### config.mk
export PLATFORM = sky130hd
export DESIGN_NAME = transpose_param
export DESIGN_NICKNAME = d
export VERILOG_FILES = /design/src/rtl/transpose_pkg.sv /design/src/rtl/transpose_addr_gen.sv /design/src/rtl/transpose_param.sv
export SDC_FILE = /design/constraint.sdc
export NUM_CORES = 1
export LEC_CHECK = 0
export BUFFER_PORTS_ARGS = -buffer_cell sky130_fd_sc_hd__buf_4
export CAP_MARGIN = 20
export CELL_PAD_IN_SITES_DETAIL_PLACEMENT = 0
export CELL_PAD_IN_SITES_GLOBAL_PLACEMENT = 2
export CORE_UTILIZATION = 29
export CTS_CLUSTER_DIAMETER = 200
export DETAILED_ROUTE_END_ITERATION = 6
export GPL_ROUTABILITY_DRIVEN = 0
export GPL_TIMING_DRIVEN = 0
export PLACE_DENSITY_LB_ADDON = 0.1
export SYNTH_ARGS = -nofsm -noshare
export SYNTH_HDL_FRONTEND = slang
export SYNTH_SLANG_ARGS = --single-unit
export TNS_END_PERCENT = 10
### constraint.sdc
create_clock -name clk -period 2 [get_ports clk]
set_input_delay 0.2 -clock clk [delete_from_list [all_inputs] [get_ports clk]]
set_output_delay 0.2 -clock clk [all_outputs]
set_load 0.05 [all_outputs]
### src/rtl/transpose_pkg.sv
// transpose_pkg
// Shared definitions for the runtime-dimensioned matrix transpose engine.
//   state_t    : engine states (IDLE, RUN, FLUSH, DONE)
//   addr_width : address width needed to cover a rows x cols element space
//   DEF_*      : default element width and maximum dimensions
package transpose_pkg;

  localparam int DEF_WIDTH    = 32;
  localparam int DEF_MAX_ROWS = 16;
  localparam int DEF_MAX_COLS = 16;

  typedef enum logic [1:0] {
    IDLE  = 2'd0,
    RUN   = 2'd1,
    FLUSH = 2'd2,
    DONE  = 2'd3
  } state_t;

  // Clamped to at least one bit so a 1x1 build still has a legal address bus.
  function automatic int addr_width(input int rows, input int cols);
    int cells;
    cells = rows * cols;
    return (cells <= 2) ? 1 : $clog2(cells);
  endfunction

endpackage

### src/rtl/transpose_addr_gen.sv
// transpose_addr_gen
// Address generator for the transpose engine. Walks the source matrix
// row-major and produces the matching destination (transposed) address.
// Ports:
//   clk, rst  : clock, synchronous active-high reset
//   start     : latch rows/cols and restart the walk at element (0,0)
//   advance   : one read has been issued; step to the next element
//   rows/cols : source matrix dimensions, sampled on start
//   rd_addr   : source address of the current element (i*cols+j)
//   wr_addr   : destination address of the current element (j*rows+i)
//   last      : current element is (rows-1, cols-1)
module transpose_addr_gen
  import transpose_pkg::*;
#(
  parameter int MAX_ROWS = DEF_MAX_ROWS,
  parameter int MAX_COLS = DEF_MAX_COLS,
  parameter int AW       = addr_width(MAX_ROWS, MAX_COLS),
  localparam int RW      = $clog2(MAX_ROWS + 1),
  localparam int CW      = $clog2(MAX_COLS + 1)
) (
  input  logic          clk,
  input  logic          rst,
  input  logic          start,
  input  logic          advance,
  input  logic [RW-1:0] rows,
  input  logic [CW-1:0] cols,
  output logic [AW-1:0] rd_addr,
  output logic [AW-1:0] wr_addr,
  output logic          last
);

  logic [RW-1:0] rows_q;
  logic [RW-1:0] i_q;
  logic [CW-1:0] cols_q;
  logic [CW-1:0] j_q;
  logic          col_wrap;

  assign col_wrap = (j_q == cols_q - CW'(1));
  assign last     = col_wrap && (i_q == rows_q - RW'(1));

  // Both addresses are pure accumulators: the read address just counts, and
  // the write address strides by rows down a destination column, restarting
  // at i+1 (the top of the next destination column) when j wraps.
  always_ff @(posedge clk) begin
    if (rst) begin
      rows_q  <= '0;
      cols_q  <= '0;
      i_q     <= '0;
      j_q     <= '0;
      rd_addr <= '0;
      wr_addr <= '0;
    end else if (start) begin
      rows_q  <= rows;
      cols_q  <= cols;
      i_q     <= '0;
      j_q     <= '0;
      rd_addr <= '0;
      wr_addr <= '0;
    end else if (advance) begin
      rd_addr <= rd_addr + AW'(1);
      if (col_wrap) begin
        j_q     <= '0;
        i_q     <= i_q + RW'(1);
        wr_addr <= AW'(i_q) + AW'(1);
      end else begin
        j_q     <= j_q + CW'(1);
        wr_addr <= wr_addr + AW'(rows_q);
      end
    end
  end

endmodule

### src/rtl/transpose_param.sv
// transpose_param
// Runtime-dimensioned matrix transpose engine. Reads Ai (rows x cols,
// row-major) through a memref read port and writes Co (cols x rows,
// row-major) through a memref write port: Co[j*rows+i] = Ai[i*cols+j].
// Ports:
//   clk, rst          : clock, synchronous active-high reset (aborts a transfer)
//   t                 : start pulse, accepted only when idle
//   rows, cols        : dimensions, sampled with an accepted t
//   Ai_p0_*           : read port (address, strobe, data RD_LATENCY cycles later)
//   Co_p0_*           : write port (address, strobe, data)
//   busy              : high from the cycle after t until the done cycle
//   done              : one-cycle completion pulse
module transpose_param
  import transpose_pkg::*;
#(
  parameter int WIDTH      = DEF_WIDTH,
  parameter int MAX_ROWS   = DEF_MAX_ROWS,
  parameter int MAX_COLS   = DEF_MAX_COLS,
  parameter int RD_LATENCY = 1,
  localparam int AW        = addr_width(MAX_ROWS, MAX_COLS),
  localparam int RW        = $clog2(MAX_ROWS + 1),
  localparam int CW        = $clog2(MAX_COLS + 1)
) (
  input  logic             clk,
  input  logic             rst,
  input  logic             t,
  input  logic [RW-1:0]    rows,
  input  logic [CW-1:0]    cols,
  output logic             Ai_p0_addr_en,
  output logic [AW-1:0]    Ai_p0_addr_data,
  output logic             Ai_p0_rd_en,
  input  logic [WIDTH-1:0] Ai_p0_rd_data,
  output logic             Co_p0_addr_en,
  output logic [AW-1:0]    Co_p0_addr_data,
  output logic             Co_p0_wr_en,
  output logic [WIDTH-1:0] Co_p0_wr_data,
  output logic             busy,
  output logic             done
);

  state_t        state;
  logic          start;
  logic          zero_dims;
  logic          last;
  logic          drained;
  logic [AW-1:0] gen_wr_addr;

  // vld[k] marks a read issued k+1 cycles ago; vld[RD_LATENCY] is the write
  // strobe. wa[] carries each read's destination address alongside it.
  logic [RD_LATENCY:0] vld;
  logic [AW-1:0]       wa [RD_LATENCY+1];

  assign start     = (state == IDLE) && t;
  assign zero_dims = (rows == '0) || (cols == '0);

  // Only the final stage may still hold a write when we leave FLUSH; it
  // retires in the same cycle, so DONE lands one cycle after the last write.
  assign drained = ~|vld[RD_LATENCY-1:0];

  transpose_addr_gen #(
    .MAX_ROWS (MAX_ROWS),
    .MAX_COLS (MAX_COLS),
    .AW       (AW)
  ) u_addr_gen (
    .clk     (clk),
    .rst     (rst),
    .start   (start),
    .advance (Ai_p0_rd_en),
    .rows    (rows),
    .cols    (cols),
    .rd_addr (Ai_p0_addr_data),
    .wr_addr (gen_wr_addr),
    .last    (last)
  );

  // Control FSM with registered read strobe and status outputs.
  always_ff @(posedge clk) begin
    if (rst) begin
      state       <= IDLE;
      Ai_p0_rd_en <= 1'b0;
      busy        <= 1'b0;
      done        <= 1'b0;
    end else begin
      done <= 1'b0;
      case (state)
        IDLE: begin
          if (t) begin
            busy <= 1'b1;
            if (zero_dims) begin
              state <= FLUSH;
            end else begin
              state       <= RUN;
              Ai_p0_rd_en <= 1'b1;
            end
          end
        end
        RUN: begin
          if (last) begin
            state       <= FLUSH;
            Ai_p0_rd_en <= 1'b0;
          end
        end
        FLUSH: begin
          if (drained) begin
            state <= DONE;
            done  <= 1'b1;
          end
        end
        DONE: begin
          state <= IDLE;
          busy  <= 1'b0;
        end
        default: state <= IDLE;
      endcase
    end
  end

  // Latency pipeline: data is registered in the cycle it arrives, so the
  // write goes out one cycle after the read data becomes valid.
  always_ff @(posedge clk) begin
    if (rst) begin
      vld           <= '0;
      Co_p0_wr_data <= '0;
      for (int k = 0; k <= RD_LATENCY; k++) begin
        wa[k] <= '0;
      end
    end else begin
      vld   <= {vld[RD_LATENCY-1:0], Ai_p0_rd_en};
      wa[0] <= gen_wr_addr;
      for (int k = 1; k <= RD_LATENCY; k++) begin
        wa[k] <= wa[k-1];
      end
      if (vld[RD_LATENCY-1]) begin
        Co_p0_wr_data <= Ai_p0_rd_data;
      end
    end
  end

  assign Ai_p0_addr_en   = Ai_p0_rd_en;
  assign Co_p0_wr_en     = vld[RD_LATENCY];
  assign Co_p0_addr_en   = vld[RD_LATENCY];
  assign Co_p0_addr_data = wa[RD_LATENCY];

endmodule

==> reports/results.tsv, run 1 <==
stage	metric	value	unit
global_route	antenna_violations_before_repair	0	
drt	wirelength	10900	um
critical_path	setup.reg_to_reg.worst_slack	20	ps
floorplanning	floorplan_die_area	14400	um^2
drt	dr_total_vias	3391	
clock_network	ctsHoldBuffers	0	
sta	skew	6.05	ps
place	placed_cells_incl_taps	708	
floorplanning	io_pins	99	
finish	area_of_combinational_cells_with_multiple_inputs	2010	um^2
synth	ys_async_sr_fraction	0	
sta	hold_viol_final	0	
drt	routed_wire_length_per_instance	14.9	um
finish	numnets_final	608	
synth	ys_seq_elements	91	
finish	layout.area.seq	1830	um^2
clock_network	htreeDepth	3	
synth	synthDistinctLibCells	55	
synth	synthesis.yosys.warnings	0	
critical_path	worst_r2r_endpoint	state[1]	
global_route	first_global_vias	3234	
global_route	groute.usage.overall	0.155	
sta	period_minus_slack	1980	ps
drt	dr_drc_count	0	
sta	max_slew.worst_pin.slew	666	ps
finish	post_layout_nonfiller_instances	729	
drt	drt_pre_antenna_iters	4	
place	place.port_buffers	98	
critical_path	worstSetupStartpointType	flop	
power	p_per_area	1080	nW/um^2
global_route	grt_start_max_net_pins	15	
sta	relSlewSlack	0.556	
synth	synth-seq-area-share	0.452	
drt	ant_nets	0	
synth	synth_most_common_cell	dfxtp_1	
clock_network	cts.sink_count	91	
finish	final_layout_size_suffix_gt1_frac	0.288	
clock_network	insertion_delay	350	ps
power	p_total	5.86	mW
synth	synth_nets	494	
critical_path	cpPeakStageDelay	380	ps
clock_network	tritoncts.num_buffers	9	
floorplanning	initial_cell_density_of_the_core	0.301	
job	cap_viol_max_count	0	
synth	ys_top_cells_by_area	dfxtp_1 45%, mux2i_1 8.7%, nor2_1 4.4%, ha_1 4.3%, nand2_1 3.4%	
floorplanning	rows	42	
critical_path	worst_path_max_delay_cell	a2111o_1	
finish	synthToLayoutAreaGrowth	34.7	%
place	post_dp_cell_area	4990	um^2
place	place.detailed.hpwl	7950	um
worst_hold_path	min_to	wa[0][4]	
finish	layout.core_utilization	0.405	
sta	setup-violations-final	0	
synth	dominantRegCellSynth	dfxtp_1	
critical_path	reg2reg_depth	9	
floorplanning	chipHeight	120	um
sta	min_period_over_period	0.992	
worst_hold_path	min_path_type	input port to flop	
clock_network	ctsLongestPathBuffers	2	
critical_path	crit_path_end_kind	flop	
synth	synth_top_area_cell	dfxtp_1	
synth	cell_area_after_technology_mapping	4030	um^2
sta	fin_tns_setup	0	ps
power	worst_ir_drop_vdd	432	uV
critical_path	cp_cell_sequence	inv_1 > ha_4 > and4bb_1 > o211ai_1 > a211oi_2 > buf_4 > buf_4 > a2111o_1 > o211ai_1	
synth	synth.cells.most_frequent	91 x dfxtp_1, 47 x nor2_1, 37 x nand2_1	
critical_path	critPathKind	flop to flop	
run_status	run_status	completed	
synth	syn-instance-count	434	
clock_network	worst_setup_hold_path_clk_slew	60	ps
floorplanning	core_area	13400	um^2
finish	antenna_cells_inserted	0	
sta	max_clock_freq	504	MHz
worst_hold_path	hold_path_depth	2	
drt	drt-vias-per-instance	4.65	
clock_network	root_buffer	clkbuf_16	
place	pre_cts_slack	-362	ps
critical_path	worstPathRequired	2270	ps
sta	whs	78.0	ps
finish	fill_cells	1376	
synth	synth-edff-count	0	
synth	synthesis.area_per_instance	9.29	um^2
worst_hold_path	timing.hold.worst.start	rst	
clock_network	tritoncts	yes	
finish	finish.instance_area	5430	um^2
floorplanning	floorplan.die.width	120	um
critical_path	crit_path_max_fanout	7	
drt	detail_route.iter0.violations	183	
sta	rsz0062_at_grt	true	
global_route	grt_pass1_wl	17000	um
power	power.static_leakage	2.23	nW
critical_path	crit-reg2reg-launch	u_addr_gen.cols_q[0]	
global_route	globalRouteOverflowTotal	0	
sta	setup_slack	15.0	ps
synth	yosys.area.top_type_share	0.452	
sta	final_max_slew_viol_count	0	
critical_path	cp_data_arrival_time	2250	ps
state kept, by name, summed over array words and instances (netlist names), 2 cells and up:
signal,cells
Co_p0_wr_data,32
wa,16
u_addr_gen.rd_addr,8
u_addr_gen.wr_addr,8
u_addr_gen.cols_q,5
u_addr_gen.i_q,5
u_addr_gen.j_q,5
u_addr_gen.rows_q,5
state,2
vld,2
layout by cell type, fill, tap and decap left out, types with 3 or more instances in the layout:
master and instances:
a21oi_1 20, a31oi_1 6, and3_1 3, buf_2 3, buf_4 114, buf_6 5
clkbuf_1 12, clkbuf_16 9, dfxtp_1 86, dfxtp_2 3, ha_1 10, inv_1 14
mux2i_1 35, nand2_1 37, nand3_1 14, nand4_1 5, nor2_1 47, nor2b_1 17
nor3_1 6, o211ai_1 5, o21ai_0 11, or3_1 5, or4_1 6, xnor2_1 13
xor2_1 10
cell families after synthesis:
kind of cell | Yosys count | synth area share
multiplexers | 35 | 0.0869
adder cells (fa/ha/maj) | 15 | 0.0484
buffers and inverters | 50 | 0.0667
flip-flops | 91 | 0.452
AO/OA/AOI/OAI | 71 | 0.117
XOR/XNOR | 23 | 0.0500
AND/OR/NAND/NOR | 149 | 0.179
how the worst max path moves through the flow:
stage,from,endpoint,slack [ps],cells after the start
finish,u_addr_gen.cols_q[0],state[1],20,9
global route,u_addr_gen.cols_q[0],u_addr_gen.wr_addr[4],-70,9
CTS,state[0],Ai_p0_addr_en,3,7
detailed placement,u_addr_gen.cols_q[0],u_addr_gen.wr_addr[4],-360,9
global placement,u_addr_gen.cols_q[0],u_addr_gen.wr_addr[3],-410,9
floorplan,u_addr_gen.cols_q[0],u_addr_gen.i_q[4],4,8
layout make-up:
type                            count  share of cell area
Sequential cell                    91               0.338
Clock buffer                       11              0.0429
Clock inverter                      5              0.0143
Buffer                             35              0.0412
Inverter                           15              0.0104
Timing Repair Buffer              103               0.144
Multi-Input combinational cell    293               0.369
Tap cell                          176              0.0406
where the power goes:
group	switching (mW)	total [mW]	leakage [nW]	internal [mW]
sequential	0.146	2.16	0.741	2.01
combinational	1.17	1.90	1.34	0.729
clock	0.709	1.80	0.150	1.09
total	2.03	5.86	2.23	3.83
what timing repair did:
action                                  4_1_cts  5_1_grt
endpoints found under the hold margin         0        0
gates resized for setup                      15       16
buffers inserted                              5        0
pin swaps                                     5        3
endpoints found under the setup margin       16       25
metal layers:
metal | up-vias | GRT usage | part of all wire
met5 | - | 0 | 0
met4 | 0 | 0.0680 | 0.017
met3 | 13 | 0.0252 | 0.041
met2 | 80 | 0.248 | 0.47
met1 | 1573 | 0.204 | 0.47
li1 | 1725 | - | -
critical path: cells and delay by family (launching register included):
family	cells	cell delay, ps
adder cells (fa/ha/maj)	1	160
AO/OA/AOI/OAI	4	800
flip-flops	1	350
AND/OR/NAND/NOR	1	200
buffers and inverters	3	390
(Power assumes the default switching activity.)
==> inputs of run 2 (changes only) <==
--- a/config.mk
+++ b/config.mk
@@ -16,4 +16,5 @@
 export GPL_TIMING_DRIVEN = 0
 export PLACE_DENSITY_LB_ADDON = 0.1
+export SKIP_CTS_REPAIR_TIMING = 1
 export SYNTH_ARGS = -nofsm -noshare
 export SYNTH_HDL_FRONTEND = slang
==> constraint.sdc (replaced) <==
create_clock -name clk -period 2 [get_ports clk]
set_input_delay 0.1 -clock clk [delete_from_list [all_inputs] [get_ports clk]]
set_output_delay 0.1 -clock clk [all_outputs]
set_load 0.05 [all_outputs]
==> run 2 against run 1 <==
  * The flow now finishes with violations (negative hold slack)
  * Fmax is 1.4% higher
  * Combinational power is essentially flat
  * Setup slack improved by 28 ps
  * Register-to-register slack better by 30 ps
  * Clock power about the same
  * Non-clock buffer count increased by 5
  * Critical path type unchanged
==> reports/results.tsv, run 2 (synthesis results as in run 1) <==
stage	metric	value	unit	change
global_route	first_global_vias	3215		-0.59%
sta	fin_tns_setup	0	ps	unchanged
sta	skew	6.91	ps	+0.866 ps
finish	antenna_cells_inserted	0		unchanged
floorplanning	floorplan.die.width	120	um	unchanged
place	pre_cts_slack	-362	ps	unchanged
finish	top_regs	Co_p0_wr_data (32), wa (16)		
place	place.detailed.hpwl	7950	um	unchanged
sta	setup-violations-final	0		unchanged
sta	max_slew.worst_pin.slew	667	ps	+0.169 ps
finish	mostFrequentLayoutCell	buf_4		
finish	largest_register_ff_count	32		unchanged
sta	min_period_over_period	0.979		-0.0139
worst_hold_path	hold_path_depth	3		+1
critical_path	reg2reg_depth	9		unchanged
power	internal-power	3.84	mW	+0.19%
drt	detail_route.iter0.violations	146		-20%
finish	top_register_by_number_of_flip_flops	Co_p0_wr_data		
drt	dr_drc_count	0		unchanged
sta	rsz0062_at_grt	true		
power	combinationalPowerShare	0.325		about the same
worst_hold_path	timing.hold.worst.start	Ai_p0_rd_data[29]		
finish	layout.core_utilization	0.413		+0.00794
global_route	grt_start_max_net_pins	15		unchanged
critical_path	crit_path_max_fanout	5		-2
sta	whs	-9.42	ps	-87.4 ps
clock_network	ctsLongestPathBuffers	2		unchanged
drt	dr_total_vias	3400		+0.27%
drt	wirelength	10900	um	+0.75%
power	worst_ir_drop_vdd	443	uV	+2.6%
drt	ant_nets	0		unchanged
critical_path	setup.reg_to_reg.worst_slack	40	ps	+30 ps
clock_network	insertion_delay	350	ps	about the same
global_route	groute.usage.overall	0.153		-0.00183
critical_path	worstPathRequired	2270	ps	about the same
finish	final_layout_size_suffix_gt1_frac	0.303		+0.0153
worst_hold_path	min_to	Co_p0_wr_data[29]		
clock_network	tritoncts.num_buffers	9		unchanged
finish	synthToLayoutAreaGrowth	37.3	%	
critical_path	crit-reg2reg-launch	u_addr_gen.cols_q[1]		
floorplanning	floorplan_die_area	14400	um^2	unchanged
floorplanning	rows	42		unchanged
power	p_total	5.88	mW	+0.34%
sta	hold_viol_final	21		+21
clock_network	root_buffer	clkbuf_16		
finish	numnets_final	613		+0.82%
floorplanning	initial_cell_density_of_the_core	0.301		unchanged
global_route	globalRouteOverflowTotal	0		unchanged
sta	setup_slack	42.9	ps	+27.8 ps
run_status	violated_checks	negative hold slack		
job	cap_viol_max_count	0		unchanged
power	clkPwrFrac	0.307		about the same
power	seq_power_share	0.368		about the same
clock_network	worst_setup_hold_path_clk_slew	70	ps	about the same
power	switching_portion_of_total_power	0.347		+0.000964
finish	most_frequent_cells_in_the_layout	115 x buf_4, 86 x dfxtp_1, 46 x nor2_1, 36 x nand2_1, 35 x mux2i_1		
sta	relSlewSlack	0.556		about the same
critical_path	worstSetupStartpointType	flop		
clock_network	cts.sink_count	91		unchanged
drt	routed_wire_length_per_instance	14.9	um	about the same
floorplanning	io_pins	99		unchanged
clock_network	tritoncts	yes		
power	power.switching	2.04	mW	+0.62%
power	p_per_area	1060	nW/um^2	-1.6%
sta	final_max_slew_viol_count	0		unchanged
power	power.static_leakage	2.26	nW	+1.5%
global_route	grt_pass1_wl	16900	um	-1.1%
floorplanning	core_area	13400	um^2	unchanged
drt	drt-vias-per-instance	4.63		-0.42%
critical_path	worst_r2r_endpoint	state[1]		
drt	drt_pre_antenna_iters	4		unchanged
floorplanning	chipHeight	120	um	unchanged
sta	max_clock_freq	511	MHz	+1.4%
critical_path	crit_path_end_kind	flop		
critical_path	cp_data_arrival_time	2220	ps	-30 ps
sta	period_minus_slack	1960	ps	-27.8 ps
worst_hold_path	min_path_type	input port to flop		
critical_path	critPathKind	flop to flop		
place	place.port_buffers	98		unchanged
global_route	antenna_violations_before_repair	0		unchanged
run_status	run_status	complete, but fails checks		
clock_network	htreeDepth	3		unchanged
==> run 2: cell types whose count changed in the layout (fill, tap and decap cells not counted), moves of 2 or more <==
| cell | change |
|---|---|
| dlygate4sd3_1 | +4 |
| a311oi_1 | -2 |
| a311oi_2 | +2 |
| buf_12 | +2 |
| inv_1 | -2 |
| inv_2 | +2 |
==> run 2: critical path, cell delays in order (launching register included) <==
cell and delay [ps]:
dfxtp_4 360, inv_2 40, ha_4 160, and4bb_1 200, o211ai_1 250, a211oi_2 90
buf_6 160, buf_4 130, a2111o_1 380, o211ai_1 90
==> run 2: area by class of cell <==
cell class | instances | area [um^2]
multi-input combinational | 293 | 2040
clock inverter | 5 | 77.6
tap | 176 | 220
inverter | 15 | 56.3
fill | 1366 | 7860
clock buffer | 11 | 233
buffer | 34 | 231
timing repair buffer | 109 | 845
sequential | 91 | 1840
==> run 2: worst max-delay path by stage <==
stage / startpoint / endpoint / slack (ps) / cells past startpoint
final: u_addr_gen.cols_q[1] / state[1] / 40 / 9
after global routing: Ai_p0_addr_en / u_addr_gen.i_q[4] / -50 / 5
after CTS: u_addr_gen.cols_q[0] / u_addr_gen.wr_addr[4] / -400 / 9
after detailed placement: u_addr_gen.cols_q[0] / u_addr_gen.wr_addr[4] / -360 / 9
after global placement: u_addr_gen.cols_q[0] / u_addr_gen.wr_addr[3] / -410 / 9
after floorplan: u_addr_gen.cols_q[0] / u_addr_gen.i_q[4] / 4 / 8
==> run 2: power by group through the flow <==
stage / combinational (mW) / clock (mW) / sequential, mW
finish: 1.91 / 1.81 / 2.16
global route: 2.08 / 1.93 / 2.19
CTS: 1.81 / 1.86 / 2.16
detailed placement: 1.80 / 0 / 2.20
global placement: 1.79 / 0 / 2.19
floorplan: 0.968 / 0 / 2.47
==> run 2: per-layer routing <==
layer	track usage	up-vias	wire [um]
met5	0	-	0
met1	0.201	1592	5270
li1	-	1734	-
met3	0.0252	12	345
met2	0.245	62	5140
met4	0.0680	0	189
==> run 2: stage by stage <==
step | area (um^2) | cells
3_5_place_dp | 4990 | 708
6_report | 5540 | 734
5_1_grt | 5540 | 734
3_3_place_gp | 4990 | 708
2_1_floorplan | 4030 | 434
4_1_cts | 5300 | 724
